`src/rtl/ifft8_pkg.sv`:
```
// Shared definitions for the 8-point IFFT butterfly scheduler: sizes, FSM
// states, the bit-reversal used on load and the in-place DIT addressing.
package ifft8_pkg;

  localparam int N     = 8;
  localparam int LOG2N = 3;

  typedef enum logic [1:0] {
    LOAD   = 2'd0,
    ISSUE  = 2'd1,
    DRAIN  = 2'd2,
    UNLOAD = 2'd3
  } state_t;

  // 3-bit index reversal: natural input order -> bit-reversed buffer slot.
  function automatic logic [LOG2N-1:0] rev3(input logic [LOG2N-1:0] n);
    return {n[0], n[1], n[2]};
  endfunction

  // Top operand of pair k in stage s: group base (k>>s)*2h plus offset j.
  function automatic logic [2:0] a_idx(input logic [1:0] s, input logic [1:0] k);
    logic [2:0] kk;
    logic [2:0] h;
    logic [2:0] j;
    kk = {1'b0, k};
    h  = 3'd1 << s;
    j  = kk & (h - 3'd1);
    return ((kk >> s) << (s + 2'd1)) | j;
  endfunction

  // Bottom operand sits one span above the top operand.
  function automatic logic [2:0] b_idx(input logic [1:0] s, input logic [1:0] k);
    return a_idx(s, k) + (3'd1 << s);
  endfunction

  // Twiddle exponent: offset within the group scaled to the W8 grid.
  function automatic logic [1:0] tw_idx(input logic [1:0] s, input logic [1:0] k);
    logic [2:0] kk;
    logic [2:0] h;
    logic [2:0] j;
    logic [2:0] t;
    kk = {1'b0, k};
    h  = 3'd1 << s;
    j  = kk & (h - 3'd1);
    t  = j << (2'd2 - s);
    return t[1:0];
  endfunction

endpackage

```
`src/rtl/ifft8_addr_gen.sv`:
```
// Combinational operand/twiddle address generator for one butterfly issue.
module ifft8_addr_gen
  import ifft8_pkg::*;
(
  input  logic [1:0] s,
  input  logic [1:0] k,
  output logic [2:0] a,
  output logic [2:0] b,
  output logic [1:0] tw
);

  assign a  = a_idx(s, k);
  assign b  = b_idx(s, k);
  assign tw = tw_idx(s, k);

endmodule

```
`src/rtl/ifft8_bfly_sched.sv`:
```
// Time-shares one external registered radix-2 butterfly across the three
// stages of an 8-point IFFT: bit-reversed load, 12 in-place butterflies with
// a bubble after stages 0 and 1, then a natural-order unload.
module ifft8_bfly_sched
  import ifft8_pkg::*;
#(
  parameter int DATA_W = 16
) (
  input  logic              clk,
  input  logic              reset,
  input  logic              in_valid,
  output logic              in_ready,
  input  logic [DATA_W-1:0] in_re,
  input  logic [DATA_W-1:0] in_im,
  output logic              bf_en,
  output logic [DATA_W-1:0] bf_a_re,
  output logic [DATA_W-1:0] bf_a_im,
  output logic [DATA_W-1:0] bf_b_re,
  output logic [DATA_W-1:0] bf_b_im,
  output logic [1:0]        bf_tw,
  input  logic [DATA_W-1:0] bf_y0_re,
  input  logic [DATA_W-1:0] bf_y0_im,
  input  logic [DATA_W-1:0] bf_y1_re,
  input  logic [DATA_W-1:0] bf_y1_im,
  output logic              out_valid,
  input  logic              out_ready,
  output logic [DATA_W-1:0] out_re,
  output logic [DATA_W-1:0] out_im,
  output logic              out_last,
  output logic              busy
);

  state_t           state_reg;
  logic [1:0]       s_reg;
  logic [1:0]       k_reg;
  logic             bubble_reg;
  logic [LOG2N-1:0] cnt_reg;

  logic             wb_en_reg;
  logic [2:0]       wb_a_reg;
  logic [2:0]       wb_b_reg;

  logic [DATA_W-1:0] work_re [N];
  logic [DATA_W-1:0] work_im [N];

  logic [2:0]       a_sel;
  logic [2:0]       b_sel;
  logic [1:0]       tw_sel;
  logic [LOG2N-1:0] load_slot;
  logic             load_acc;
  logic             unload_hs;

  ifft8_addr_gen u_addr (
    .s  (s_reg),
    .k  (k_reg),
    .a  (a_sel),
    .b  (b_sel),
    .tw (tw_sel)
  );

  // cnt_reg counts samples in LOAD and doubles as the read index in UNLOAD.
  assign load_slot = rev3(cnt_reg);
  assign load_acc  = in_valid && in_ready;
  assign unload_hs = out_valid && out_ready;

  // in_ready is masked by reset so that every output reads 0 while it is held.
  assign in_ready  = (state_reg == LOAD) && !reset;
  assign busy      = (state_reg != LOAD);
  assign bf_en     = (state_reg == ISSUE) && !bubble_reg;
  assign out_valid = (state_reg == UNLOAD);
  assign out_last  = out_valid && (cnt_reg == 3'd7);

  // Operand and output buses are forced to 0 when not qualified so that they
  // are quiet during reset and outside their phase.
  assign bf_a_re = bf_en ? work_re[a_sel] : '0;
  assign bf_a_im = bf_en ? work_im[a_sel] : '0;
  assign bf_b_re = bf_en ? work_re[b_sel] : '0;
  assign bf_b_im = bf_en ? work_im[b_sel] : '0;
  assign bf_tw   = bf_en ? tw_sel : 2'd0;
  assign out_re  = out_valid ? work_re[cnt_reg] : '0;
  assign out_im  = out_valid ? work_im[cnt_reg] : '0;

  // Working buffer: each entry takes a loaded sample or a butterfly result.
  // Loads and write-backs never overlap in time, so the priority is moot.
  genvar gi;
  generate
    for (gi = 0; gi < N; gi++) begin : g_work
      // Per-entry write port; contents are intentionally not reset.
      always_ff @(posedge clk) begin
        if (load_acc && (load_slot == 3'(gi))) begin
          work_re[gi] <= in_re;
          work_im[gi] <= in_im;
        end else if (wb_en_reg && (wb_a_reg == 3'(gi))) begin
          work_re[gi] <= bf_y0_re;
          work_im[gi] <= bf_y0_im;
        end else if (wb_en_reg && (wb_b_reg == 3'(gi))) begin
          work_re[gi] <= bf_y1_re;
          work_im[gi] <= bf_y1_im;
        end
      end
    end
  endgenerate

  // Delay the issue strobe and addresses to line up with the butterfly output.
  always_ff @(posedge clk or posedge reset) begin
    if (reset) begin
      wb_en_reg <= 1'b0;
      wb_a_reg  <= 3'd0;
      wb_b_reg  <= 3'd0;
    end else begin
      wb_en_reg <= bf_en;
      wb_a_reg  <= a_sel;
      wb_b_reg  <= b_sel;
    end
  end

  // Frame sequencer: LOAD -> ISSUE (12 pairs, 2 bubbles) -> DRAIN -> UNLOAD.
  always_ff @(posedge clk or posedge reset) begin
    if (reset) begin
      state_reg  <= LOAD;
      cnt_reg    <= '0;
      s_reg      <= 2'd0;
      k_reg      <= 2'd0;
      bubble_reg <= 1'b0;
    end else begin
      case (state_reg)
        LOAD: begin
          if (load_acc) begin
            cnt_reg <= cnt_reg + 3'd1;
            if (cnt_reg == 3'd7) begin
              state_reg  <= ISSUE;
              s_reg      <= 2'd0;
              k_reg      <= 2'd0;
              bubble_reg <= 1'b0;
            end
          end
        end
        ISSUE: begin
          if (bubble_reg) begin
            // Bubble lets the last result of the previous stage land first.
            bubble_reg <= 1'b0;
          end else if (k_reg == 2'd3) begin
            k_reg <= 2'd0;
            if (s_reg == 2'd2) begin
              state_reg <= DRAIN;
            end else begin
              s_reg      <= s_reg + 2'd1;
              bubble_reg <= 1'b1;
            end
          end else begin
            k_reg <= k_reg + 2'd1;
          end
        end
        DRAIN: begin
          state_reg <= UNLOAD;
          cnt_reg   <= '0;
        end
        UNLOAD: begin
          if (unload_hs) begin
            cnt_reg <= cnt_reg + 3'd1;
            if (cnt_reg == 3'd7) begin
              state_reg <= LOAD;
            end
          end
        end
        default: state_reg <= LOAD;
      endcase
    end
  end

endmodule

```
`config.mk`:
```
export PLATFORM = sky130hd
export DESIGN_NAME = ifft8_bfly_sched
export DESIGN_NICKNAME = d
export VERILOG_FILES = /design/src/rtl/ifft8_pkg.sv /design/src/rtl/ifft8_addr_gen.sv /design/src/rtl/ifft8_bfly_sched.sv
export SDC_FILE = /design/constraint.sdc
export NUM_CORES = 1
export LEC_CHECK = 0
export ABC_AREA = 1
export BUFFER_PORTS_ARGS = -buffer_cell sky130_fd_sc_hd__buf_2
export CAP_MARGIN = 20
export CELL_PAD_IN_SITES_DETAIL_PLACEMENT = 2
export CELL_PAD_IN_SITES_GLOBAL_PLACEMENT = 2
export CORE_MARGIN = 2
export CORE_UTILIZATION = 30
export DETAILED_ROUTE_END_ITERATION = 6
export GPL_ROUTABILITY_DRIVEN = 1
export MAX_ROUTING_LAYER = met4
export PLACE_DENSITY_LB_ADDON = 0.3
export RECOVER_POWER = 100
export SYNTH_ARGS = -nofsm -noshare
export SYNTH_HDL_FRONTEND = slang
export SYNTH_HIERARCHICAL = 1
export SYNTH_SLANG_ARGS = --single-unit
```
`constraint.sdc`:
```
create_clock -name clk -period 3.3 [get_ports clk]
set_input_delay 0.66 -clock clk [delete_from_list [all_inputs] [get_ports clk]]
set_output_delay 0.66 -clock clk [all_outputs]
set_load 0.1 [all_outputs]
```
* Word-level counts from Yosys, hierarchy flattened *
Memory sizes are Yosys's and may differ from the RTL's.
Index checks and enable logic that the tools add are counted.

operators by class
  $add $sub $neg = 6
  eq/ne operators = 35
  shift operators = 4
  multiplexer cells = 136
  bitwise logic cells = 34
  reductions and logical operators = 43

operator list
  operator                                                               number
  16-bit two-way mux                                                     38
  1-bit two-way mux                                                      77
  3-bit equality test, second input constant                             13
  1-bit bitwise OR                                                       32
  1-bit logical AND                                                      29
  2-bit two-way mux                                                      14
  3-bit by 2-bit equality test with 1-bit output, second input constant  6
  2-bit by 1-bit != test with 1-bit output, second input constant        5
  3-bit by 1-bit equality test with 1-bit output, second input constant  3
  3-bit logical NOT                                                      3
  3-bit case mux with 3 select lines                                     1
  2-bit equality test, second input constant                             4
  2-bit case mux with 2 select lines                                     2
  2-bit case mux with 4 select lines                                     1
  7-bit AND reduction                                                    1
  3-bit two-way mux                                                      2
  2-bit != test, second input constant                                   3
  3-bit AND reduction                                                    2
  6-bit AND reduction                                                    1
  2-bit by 1-bit adder with 2-bit output, second input constant          2
  4-bit AND reduction                                                    1
  2-bit nonzero test                                                     2
  3-bit by 1-bit adder with 3-bit output, second input constant          1
  3-bit adder                                                            1
  other kinds (13)                                                       14

word-level totals
  bits in registers = 17
  bits in writable memories = 256
  output and inout port bits = 103
  logic and storage cells = 268
  memories kept = 2

memories
  name     depth  width  read ports  clocked after memory_dff  wr ports  line                    text
  work_im  8      16     3           0                         8         ifft8_bfly_sched.sv:44  logic [DATA_W-1:0] work_im [N];
  work_re  8      16     3           0                         8         ifft8_bfly_sched.sv:43  logic [DATA_W-1:0] work_re [N];

* Logic depth before layout (Yosys ltp) *
  word-level depth = 8
  mapped depth = 19
  mapped depth without buffers = 17

* Hierarchy *
The synthesis kept the hierarchy.

modules (own cells, without submodules)
  module            times used  cells an instance  area each (um2)
  ifft8_bfly_sched  1           3698               22989.5
  ifft8_addr_gen    1           42                 239.0

* Worst setup path before layout *
OpenSTA, ideal clock, no wires.

  path type = register -> output
  from = register s_reg[1]
  to = output port bf_b_im[10]
  arrival = 3795 ps
  required time = 2640 ps
  setup slack = -1155 ps
  stages on the path, launching flop included = 15
  cell sequence = dfrtp_1 > inv_1 > ha_1 > inv_1 > nand2_2 > o31ai_1 > ha_1 > ha_1 > buf_2 > buf_2 > clkbuf_1 > o211ai_1 > nand3_1 > nand2_1 > nor2_1

on the way
  cells in the longest elaborated chain, start to end = 7
  elaborated cells on any way between the ends = 10
  those cells by class = add/sub: 3; shift: 3; mux: 1; bitwise: 2; memory: 1

RTL lines
  element                                      line                     text
  start, declared                              ifft8_bfly_sched.sv:34   logic [1:0] s_reg;
  start signal, assigned                       ifft8_bfly_sched.sv:147  s_reg <= s_reg + 2'd1;
  1-bit by 2-bit << shifter with 3-bit output  --
  3-bit by 1-bit subtractor with 3-bit output  --
  2-bit by 3-bit AND with 3-bit output         --
  3-bit bitwise OR (*)                         --
  net a_sel[0]                                 ifft8_bfly_sched.sv:46   logic [2:0] a_sel;
  3-bit adder (*)                              ifft8_pkg.sv:33          return a_idx(s, k) + (3'd1 << s);
  net b_sel[1]                                 ifft8_bfly_sched.sv:47   logic [2:0] b_sel;
  memory read 8 x 16 bit (*)                   --
  16-bit two-way mux (*)                       ifft8_bfly_sched.sv:78   assign bf_b_im = bf_en ? work_im[b_sel] : '0;
  end, declared                                ifft8_bfly_sched.sv:19   output logic [DATA_W-1:0] bf_b_im,

Mark *: on every way through the listed nets, which the timed path passes. The rest lies on a longest branch.

* Worst setup path in the final report *
  from = register s_reg[1]
  to = output port bf_b_im[7]

on the way
  cells in the longest elaborated chain, start to end = 7
  elaborated cells on any way between the ends = 10
  those cells by class = add/sub: 3; shift: 3; mux: 1; bitwise: 2; memory: 1

RTL lines
  element                                      line                              text
  1-bit by 2-bit << shifter with 3-bit output  ifft8_pkg.sv:26, ifft8_pkg.sv:33
  3-bit by 1-bit subtractor with 3-bit output  ifft8_pkg.sv:27                   j = kk & (h - 3'd1);
  2-bit by 3-bit AND with 3-bit output         ifft8_pkg.sv:27
  3-bit bitwise OR                             ifft8_pkg.sv:28                   return ((kk >> s) << (s + 2'd1)) | j;
  3-bit adder (*)                              ifft8_pkg.sv:33
  net b_sel[1]                                 ifft8_bfly_sched.sv:47
  memory read 8 x 16 bit (*)                   --
  16-bit two-way mux (*)                       ifft8_bfly_sched.sv:78

Marks and branches as above.

==> flow_metrics.tcl <==
set metrics [dict create \
    status "finished with violations" \
    violations "max-capacitance violations, max-slew violations, negative setup slack" \
    setup_viol 67 \
    die_x_um 282 \
    cts_tree "yes" \
    holdBufCountCts 0 \
    fin_hold_ws_ns 0.382 \
    grtUsageTotal_pct 36.7 \
    p_comb_share_pct 75.3 \
    dieArea_um2 79700 \
    clockRootBuffer "clkbuf_16" \
    cap_violations 1 \
    yosysTopAreaCell "edfxtp_1" \
    stdcell_count 4972 \
    seqPwrFrac_pct 13.8 \
    skew_ns 0.0266 \
    cp.arrival_ns 3.30 \
    crit_required_ns 2.64 \
    synth_area_leaders "edfxtp_1 (33%), nand2_1 (27%), nand3_1 (11%)" \
    syn_to_final_growth_pct 33.4 \
    cts_sinks 273 \
    tightestPinTransition_ns 1.53 \
    clkPwrFrac_pct 10.9 \
    period_share_pct 120 \
    yosysMostFrequentCell "nand2_1" \
    path_cells "inv_4 -> ha_1 -> inv_1 -> nand2_1 -> nand3_2 -> nand3_1 -> nand2_2 -> ha_4 -> buf_12 -> buf_8 -> o211ai_1 -> nand2_1 -> nor2_1 -> nor2_4 -> buf_12" \
    maxSlewHeadroom_pct -2.26 \
    grt_pass1_wl_um 209000 \
    fmax_ghz 0.253 \
    critical_path_buf_inv_count 5 \
    hpwl_um 84900 \
    final_area_um2 31000 \
    htree_levels 2 \
    rows 102 \
    p_sw_share_pct 56.8 \
    fp.dieH_um 282 \
    crit_slowest_cell "dfrtp_2" \
    cts.clk_slew.worst_paths_ns 0.06 \
    clk_path_buf_depth 3 \
    hp-class "in -> reg" \
    tns_ns -32.72 \
    netlist_top_cells_count "nand2_1 (1640), nand3_1 (527), inv_1 (261), edfxtp_1 (256), o21ai_0 (207)" \
    ys_seq_area_share_pct 34.9 \
    yosys.cell_types.count 26 \
    cts_buffers 37 \
    rsz0062_at_grt "yes" \
    report.final.slew_viol_count 19 \
    min_delay_path_depth 3 \
    final_antenna_net_count 0 \
    cp_max_fo 8 \
    synth_seq_cells 273 \
    clk_latency_ns 0.59 \
    critPathKind "reg -> out" \
    initial_core_util_pct 30.1 \
    path_delay_family "simple AND/OR/NAND/NOR gates" \
    firstDrtPassIters 6 \
    yosys_warnings 6 \
    placed_cells 4814 \
    drc 0 \
    grt_max_degree 75 \
    avgSynthCellArea_um2 6.21 \
    grt_overflow_total 0 \
    drt_iter0_drc 3561 \
    critPathMaxStageDelay_ns 0.43 \
    hold_viol_final 0 \
    leakagePower_nw 13.7 \
    ys_dominant_reg_cell "edfxtp_1" \
    largestRegisters "work_im: 128 flops, work_re: 128 flops" \
    netlist.area_leader.share_pct 33.1 \
    syn_inst 3740 \
    layout_setup_ws_ns -0.660 \
    syn_area_um2 23200 \
    async_flop_share_pct 6.23 \
    fin_crit_ns 3.96 \
    routed_wirelength_um 152000 \
    internal_power_mw 16.3 \
    place.gp.congestion 0.899 \
    avgRoutedWirePerCell_um 30.5 \
    final_layout_size_suffix_gt1_share_pct 18.5 \
    endpoint_kind "primary output" \
    placed_cell_area_um2 27600 \
    synth_edf_count 256 \
    grt_pass1_vias 30700 \
    vias_per_cell 5.98 \
    rr_worst_depth 9 \
    via_count 29700 \
    p_sw_mw 21.4 \
    core_area_um2 77100 \
    power_mw 37.6 \
    antenna_found_initial 9 \
    finalNetCount 4011 \
    peakVddDrop_mv 0.738 \
    power_per_cell_area_nw_per_um2 1210 \
    io_pins 203 \
    io_buffers 202 \
    synthesis.nets 3854 \
    critPathLaunchType "flip-flop" \
    path_depth 15 \
]
## placed cells by master, fill, tap and decap left out, types with 3 or more instances in the layout
cell	instances
clkbuf_1	8
buf_6	15
buf_16	33
nand3_4	3
buf_12	124
nand3_1	515
clkbuf_16	57
inv_2	13
inv_1	255
dfrtp_2	3
nand2_1	1609
o21ai_0	169
nand4_1	3
nand2_2	40
buf_4	115
ha_4	3
ha_1	10
nor2_1	47
clkinv_4	3
nand3b_1	6
nand2_4	8
inv_6	4
a21oi_2	25
clkinv_2	3
buf_8	10
nand3_2	10
nor2_2	50
clkinv_1	7
or2_2	3
a21oi_1	141
buf_2	104
inv_4	6
edfxtp_1	256
o211ai_1	124
nor2_4	82
diode_2	8
o21ai_1	36
dfrtp_1	12
## cells by family after synthesis
kind of cell,Yosys count,synth area share (%)
compound gates,498,12.1
fa+ha+maj,14,0.754
buf+inv,577,10.3
flops,273,34.9
simple gates,2378,41.9
## worst min-delay path, delay by kind of cell
family	cells	cell delay (ns)
simple gates	2	0.11
buf+inv	1	0.09
## layout make-up
cell class	count	area, µm²
fillers	9056	46100
well taps	1040	1300
repair buffers	420	5550
diodes	8	20.0
clock inverters	19	139
flip-flops and latches	273	8120
multi-input cells	2890	13800
clock buffers	47	1020
inverters	275	1050
## final timing paths
check                              from       endpoint  slack [ns]
max reg2reg                state_reg[0]  work_im[3][2]        0.22
max                            s_reg[1]     bf_b_im[7]       -0.66
min                            in_re[3]  work_re[4][3]        0.38
max in group asynchronous         reset     cnt_reg[1]        1.53
min reg2reg                state_reg[1]   state_reg[1]        0.56
min in group asynchronous         reset    wb_b_reg[0]        0.68
## power groups by stage
| stage | logic (mW) | clock network (mW) | registers (mW) |
|---|---|---|---|
| global route | 29.5 | 4.20 | 5.21 |
| detailed placement | 22.2 | 0 | 5.19 |
| global placement | 21.7 | 0 | 5.15 |
| finish | 28.3 | 4.10 | 5.19 |
| floorplan | 14.8 | 0 | 4.92 |
| CTS | 25.5 | 4.08 | 5.12 |
## per-layer routing
metal | up-vias | GRT usage, % | part of all wire [%]
met2 | 1700 | 58.7 | 46
met4 | 0 | 20.8 | 7.0
met3 | 560 | 5.15 | 8.5
met1 | 15000 | 44.3 | 39
met5 | - | - | 0
li1 | 12500 | - | -
## timing repair
| action | in CTS | in global routing |
|---|---|---|
| gates resized for setup | 129 | 144 |
| cloned | 25 | 20 |
| endpoints found under the setup margin | 75 | 86 |
| pin swaps | 39 | 67 |
| setup buffers | 22 | 21 |
## per-stage QoR
stage / setup slack (ns) / utilization, %
2_1_floorplan: -0.429 / -
3_3_place_gp: 0.0303 / 35.8
3_5_place_dp: -0.0594 / 35.8
4_1_cts: -0.539 / 38.9
5_1_grt: -0.724 / 40.2
6_report: -0.660 / 40.2
Note: power is estimated with default switching activity, not from simulation.
